## src/rtl/ram_access_arbiter_pkg.sv

```systemverilog
// Shared constants and types for the data-RAM access arbiter.
// The RAM geometry and FSM encodings live here so top and sub-module agree.
package ram_access_arbiter_pkg;

    localparam int RAM_ADDR_W = 6;
    localparam int RAM_DATA_W = 16;

    // Highest word; it is also register A, so the clear walk ends here.
    localparam logic [RAM_ADDR_W-1:0] REG_A_ADDR = 6'd63;

    localparam logic [0:0] ST_INIT = 1'b0;
    localparam logic [0:0] ST_RUN  = 1'b1;

    typedef struct packed {
        logic [RAM_ADDR_W-1:0] addr;
        logic [RAM_DATA_W-1:0] data;
    } ram_wr_t;

    function automatic int rr_next(input int idx, input int n);
        return (idx + 1 >= n) ? 0 : idx + 1;
    endfunction

endpackage

```

## src/rtl/ram_access_arbiter_rr_arbiter.sv

```systemverilog
// Round-robin arbiter: grants the first requester at or after ptr (wrapping),
// then moves ptr just past the winner. Grants are suppressed when en is low.
module rr_arbiter
    import ram_access_arbiter_pkg::*;
#(
    parameter int NUM_REQ = 2
) (
    input  logic               clk,
    input  logic               rst_n,
    input  logic               en,
    input  logic [NUM_REQ-1:0] req,
    output logic [NUM_REQ-1:0] gnt
);

    localparam int PTR_W = (NUM_REQ > 1) ? $clog2(NUM_REQ) : 1;

    logic [PTR_W-1:0] ptr_q, ptr_d;
    int               idx;
    logic             found;

    always_comb begin
        gnt   = '0;
        ptr_d = ptr_q;
        idx   = 0;
        found = 1'b0;
        if (en) begin
            for (int k = 0; k < NUM_REQ; k++) begin
                idx = int'(ptr_q) + k;
                if (idx >= NUM_REQ) idx = idx - NUM_REQ;
                if (!found && req[idx]) begin
                    gnt[idx] = 1'b1;
                    ptr_d    = PTR_W'(rr_next(idx, NUM_REQ));
                    found    = 1'b1;
                end
            end
        end
    end

    always_ff @(posedge clk or negedge rst_n) begin
        if (!rst_n) ptr_q <= '0;
        else        ptr_q <= ptr_d;
    end

endmodule

```

## src/rtl/ram_access_arbiter.sv

```systemverilog
// Shares one 64x16 read-first RAM between NUM_REQ requesters with independent
// round-robin read and write channels, after an optional clear-all sequence.
module ram_access_arbiter
    import ram_access_arbiter_pkg::*;
#(
    parameter int                    NUM_REQ        = 2,
    parameter bit                    CLEAR_ON_RESET = 1'b1,
    parameter logic [RAM_DATA_W-1:0] INIT_VALUE     = 16'h0000
) (
    input  logic                             clk,
    input  logic                             rst_n,
    input  logic [NUM_REQ-1:0]               rd_req,
    input  logic [RAM_ADDR_W*NUM_REQ-1:0]    rd_addr,
    output logic [NUM_REQ-1:0]               rd_gnt,
    output logic [NUM_REQ-1:0]               rd_valid,
    output logic [RAM_DATA_W-1:0]            rd_data,
    input  logic [NUM_REQ-1:0]               wr_req,
    input  logic [RAM_ADDR_W*NUM_REQ-1:0]    wr_addr,
    input  logic [RAM_DATA_W*NUM_REQ-1:0]    wr_data,
    output logic [NUM_REQ-1:0]               wr_gnt,
    output logic                             init_done,
    output logic                             ram_read,
    output logic [RAM_ADDR_W-1:0]            ram_read_addr,
    output logic                             ram_write,
    output logic [RAM_ADDR_W-1:0]            ram_write_addr,
    output logic [RAM_DATA_W-1:0]            ram_data_in,
    input  logic [RAM_DATA_W-1:0]            ram_data_out
);

    localparam logic [0:0] RST_STATE = CLEAR_ON_RESET ? ST_INIT : ST_RUN;

    logic [0:0]            state_q, state_d;
    logic [RAM_ADDR_W-1:0] clr_cnt_q, clr_cnt_d;
    logic [NUM_REQ-1:0]    rd_valid_q, rd_valid_d;
    logic                  in_run, in_init;
    logic [RAM_ADDR_W-1:0] rd_addr_sel;
    ram_wr_t               wr_sel;

    // rst_n gates these so no grant or strobe leaks out while reset is held.
    assign in_run  = rst_n && (state_q == ST_RUN);
    assign in_init = rst_n && (state_q == ST_INIT);

    rr_arbiter #(.NUM_REQ(NUM_REQ)) u_rd_arb (
        .clk   (clk),
        .rst_n (rst_n),
        .en    (in_run),
        .req   (rd_req),
        .gnt   (rd_gnt)
    );

    rr_arbiter #(.NUM_REQ(NUM_REQ)) u_wr_arb (
        .clk   (clk),
        .rst_n (rst_n),
        .en    (in_run),
        .req   (wr_req),
        .gnt   (wr_gnt)
    );

    always_comb begin
        state_d   = state_q;
        clr_cnt_d = clr_cnt_q;
        if (state_q == ST_INIT) begin
            clr_cnt_d = clr_cnt_q + 6'd1;
            if (clr_cnt_q == REG_A_ADDR) state_d = ST_RUN;
        end
    end

    // The registered one-hot grant doubles as the read owner.
    assign rd_valid_d = rd_gnt;

    always_comb begin
        rd_addr_sel = '0;
        wr_sel      = '0;
        for (int i = 0; i < NUM_REQ; i++) begin
            if (rd_gnt[i]) rd_addr_sel = rd_addr_sel | rd_addr[RAM_ADDR_W*i +: RAM_ADDR_W];
            if (wr_gnt[i]) begin
                wr_sel.addr = wr_sel.addr | wr_addr[RAM_ADDR_W*i +: RAM_ADDR_W];
                wr_sel.data = wr_sel.data | wr_data[RAM_DATA_W*i +: RAM_DATA_W];
            end
        end
    end

    always_ff @(posedge clk or negedge rst_n) begin
        if (!rst_n) begin
            state_q    <= RST_STATE;
            clr_cnt_q  <= '0;
            rd_valid_q <= '0;
        end else begin
            state_q    <= state_d;
            clr_cnt_q  <= clr_cnt_d;
            rd_valid_q <= rd_valid_d;
        end
    end

    assign ram_read       = |rd_gnt;
    assign ram_read_addr  = rd_addr_sel;
    assign ram_write      = in_init | (|wr_gnt);
    assign ram_write_addr = in_init ? clr_cnt_q  : wr_sel.addr;
    assign ram_data_in    = in_init ? INIT_VALUE : wr_sel.data;
    assign rd_valid       = rd_valid_q;
    assign rd_data        = ram_data_out;
    assign init_done      = in_run;

endmodule

```

## config.mk

```make
export PLATFORM = sky130hd
export DESIGN_NAME = ram_access_arbiter
export DESIGN_NICKNAME = d
export VERILOG_FILES = /design/src/rtl/ram_access_arbiter_pkg.sv /design/src/rtl/ram_access_arbiter_rr_arbiter.sv /design/src/rtl/ram_access_arbiter.sv
export SDC_FILE = /design/constraint.sdc
export NUM_CORES = 1
export LEC_CHECK = 0
export CORE_MARGIN = 2
export CORE_UTILIZATION = 25
export CTS_CLUSTER_DIAMETER = 30
export DETAILED_ROUTE_END_ITERATION = 8
export GPL_ROUTABILITY_DRIVEN = 0
export PLACE_DENSITY = 0.81
export SLEW_MARGIN = 30
export SYNTH_ARGS = -nofsm -noshare
export SYNTH_HDL_FRONTEND = slang
export SYNTH_SLANG_ARGS = --single-unit
```

## constraint.sdc

```tcl
create_clock -name clk -period 1.8 [get_ports clk]
set_input_delay 0.18 -clock clk [delete_from_list [all_inputs] [get_ports clk]]
set_output_delay 0.18 -clock clk [all_outputs]
set_load 0.01 [all_outputs]
```

==> qor.csv <==
stage;metric;value;unit
grt;antenna_found_initial;0;
drt;wirelength;3320;um
clocking;cts_tree;built;
setup_path;r2r_setup_slack;0.62;ns
clocking;root_buffer;clkbuf_8;
setup_path;worstPathArrival;1.61;ns
pwr;power_density;339;nW/um^2
drt;drt-initial-drc-count;21;
setup_path;worstSetupPathType;flip-flop to output pin;
synthesis;ys_warn_count;0;
timing;setup_tns;0;ns
setup_path;slowest_stage;dfrtp_1;
floorplanning;die_w;66.5;um
timing;tightest_slew;0.212;ns
final_layout;num-nets-final;275;
grt;grt_pass1_wl;4890;um
run_status;status;finished, final reports clean;
timing;rsz0062_at_grt;yes;
grt;grt_pass1_vias;1115;
floorplanning;num_rows;22;
final_layout;final-instance-count-excl-fill;243;
setup_path;r2r_start;state_q;
setup_path;rr_worst_depth;4;
timing;relSlewSlack;85.8;%
clocking;clock_sinks;11;
synthesis;syn_area;977;um^2
synthesis;ys_ff_latch;11;
final_layout;final_common_cell;clkdlybuf4s50_1;
floorplanning;start_util;26.3;%
grt;grt.overflow.total;0;
setup_path;r2r_end;clr_cnt_q[5];
timing;finalCriticalPeriod;1.79;ns
drt;dr.pass1.iters;4;
grt;grt_max_degree;25;
timing;report.final.slew_viol_count;0;
clocking;hold_buffers;0;
setup_path;critPathLaunchType;flip-flop;
timing;skew;0.00290;ns
floorplanning;die_h;66.5;um
clocking;clkSlewWorstSetupHoldPaths;0.05;ns
pwr;leakage;0.905;nW
pwr;ir_drop;0.468;mV
setup_path;crit_buf_inv;2;
synthesis;synthCells;99;
place;io_buffers;98;
drt;ant_nets;0;
timing;max_freq;0.559;GHz
drt;drc;0;
drt;avgViaCountPerCell;4.65;
clocking;cts_made_buffers;3;
synthesis;syn_area_per_cell;9.87;um^2
min_path;hp-class;input pin to asynchronous set/reset pin;
clocking;clock_path_buffers;2;
clocking;h-tree-depth;1;
synthesis;ys_seq_area_share;28.2;%
setup_path;path_delay_family;compound AO/OA/AOI/OAI gates;
final_layout;fillers;369;
setup_path;worst_path_largest_cell_delay;0.41;ns
final_layout;drive_above_1_share;25.1;%
run;cap_viol_max_count;0;
setup_path;critical_path.cell_chain;and3_4 -> a21boi_4 -> clkbuf_16 -> a221o_1 -> buf_2;
floorplanning;die_area;4420;um^2
final_layout;syn2layout_area_growth;98.5;%
pwr;power;0.657;mW
timing;finalSetupViolCount;0;
synthesis;syn_nets;178;
setup_path;path_max_fanout;11;
timing;fin_crit_sh;99.4;%
floorplanning;core;3720;um^2
setup_path;cp.required;1.62;ns
synthesis;ys_types;26;
floorplanning;io_pins;131;
final_layout;final_cell_mix;clkdlybuf4s50_1 (63), a22o_1 (22), buf_2 (19);
grt;grt_usage;14.2;%
setup_path;crit_end;ram_write_addr[4];
setup_path;startpoint;state_q;
timing;final_hold_viol_count;0;
drt;vias;1129;
place;dp.cells;235;
clocking;worstSkewPairLatency;0.23;ns
drt;wl_per_cell;13.7;um
setup_path;endpoint_kind;output pin;
final_layout;antenna_cells;0;
place;dp.final_hpwl;2650;um
setup_path;path_depth;5;
[worst min path at each step]
stage                                 to  cells after the start             from  slack, ns
after floorplan             clr_cnt_q[0]                      0            rst_n      -0.12
after global placement        rd_data[0]                      0  ram_data_out[0]       0.36
after detailed placement      rd_data[0]                      0  ram_data_out[0]       0.36
after CTS                 u_rd_arb.ptr_q                      2            rst_n       0.06
after global routing         rd_valid[1]                      2            rst_n       0.08
final                     u_rd_arb.ptr_q                      2            rst_n       0.06
[kinds of logic (layout without fill, tap and decap cells)]
| group | count (synthesis) | in the layout | share of synthesized area [%] |
|---|---|---|---|
| AO/OA/AOI/OAI | 33 | 33 | 30.7 |
| adder cells (fa/ha/maj) | 1 | 1 | 1.28 |
| flip-flops | 11 | 11 | 28.2 |
| multiplexers | 1 | 1 | 1.15 |
| AND/OR/NAND/NOR | 25 | 25 | 15.5 |
| XOR/XNOR | 5 | 5 | 4.48 |
| buffers and inverters | 23 | 119 | 18.7 |
[power by group]
| part | switching [mW] | internal (mW) |
|---|---|---|
| sequential | 0 | 0.248 |
| combinational | 0.0382 | 0.131 |
| clock | 0.0853 | 0.155 |
| total | 0.124 | 0.533 |
[metal layers]
| metal | up-vias | part of all wire [%] | wire (um) | track usage, % |
|---|---|---|---|---|
| met3 | 6 | 14 | 455 | 7.77 |
| met2 | 69 | 51 | 1700 | 27.4 |
| met1 | 502 | 34 | 1140 | 12.5 |
| li1 | 552 | - | - | - |
| met4 | 0 | 0.69 | 23 | 4.08 |
| met5 | - | 0 | 0 | 0 |
[Yosys cell counts (all sizes together)]
cell type / n / area [um^2]
a21boi: 2 / 26.3
ha: 1 / 12.5
nand4b: 2 / 17.5
and3: 3 / 23.8
buf: 23 / 183
nand3: 2 / 10.0
xnor2: 4 / 35.0
nand2: 1 / 3.75
o21bai: 1 / 7.51
dfrtp: 11 / 275
a221o: 6 / 60.1
nor2b: 1 / 6.26
or2: 1 / 6.26
a21oi: 2 / 13.8
nand2b: 3 / 18.8
xor2: 1 / 8.76
a22o: 22 / 193
mux2: 1 / 11.3
and2: 7 / 46.3
nor2: 5 / 18.8
[layout make-up]
| type | instances | area, um^2 | share of cell area (%) |
|---|---|---|---|
| multi-input combinational | 65 | 532 | 27.4 |
| sequential | 11 | 275 | 14.2 |
| timing repair buffer | 115 | 1030 | 53.0 |
| clock buffer | 4 | 45.0 | 2.32 |
| tap | 48 | 60.1 | 3.10 |
[registers in the layout (all words and copies together), names as in the netlist]
register / count
clr_cnt_q: 6
rd_valid: 2
state_q: 1
u_rd_arb.ptr_q: 1
u_wr_arb.ptr_q: 1
[timing repair]
item / 4_1_cts / 5_1_grt
resized for setup: 85 / 19
pin swaps: 1 / 0
gates cloned: 1 / 0
setup endpoints to repair: 34 / 26
setup buffers: 2 / 1
[metrics by stage]
step | area, um^2 | utilization [%] | worst slack [ns] | hold WS (ns)
after global routing | 1940 | 52.2 | -0.0537 | 0.0795
after floorplan | 977 | - | 0.331 | -0.116
after global placement | 1960 | 52.7 | -0.393 | 0.360
after CTS | 2030 | 54.6 | -0.00119 | 0.0551
after detailed placement | 1960 | 52.7 | -0.403 | 0.360
final | 1940 | 52.2 | 0.0112 | 0.0621
(Power assumes the default switching activity.)
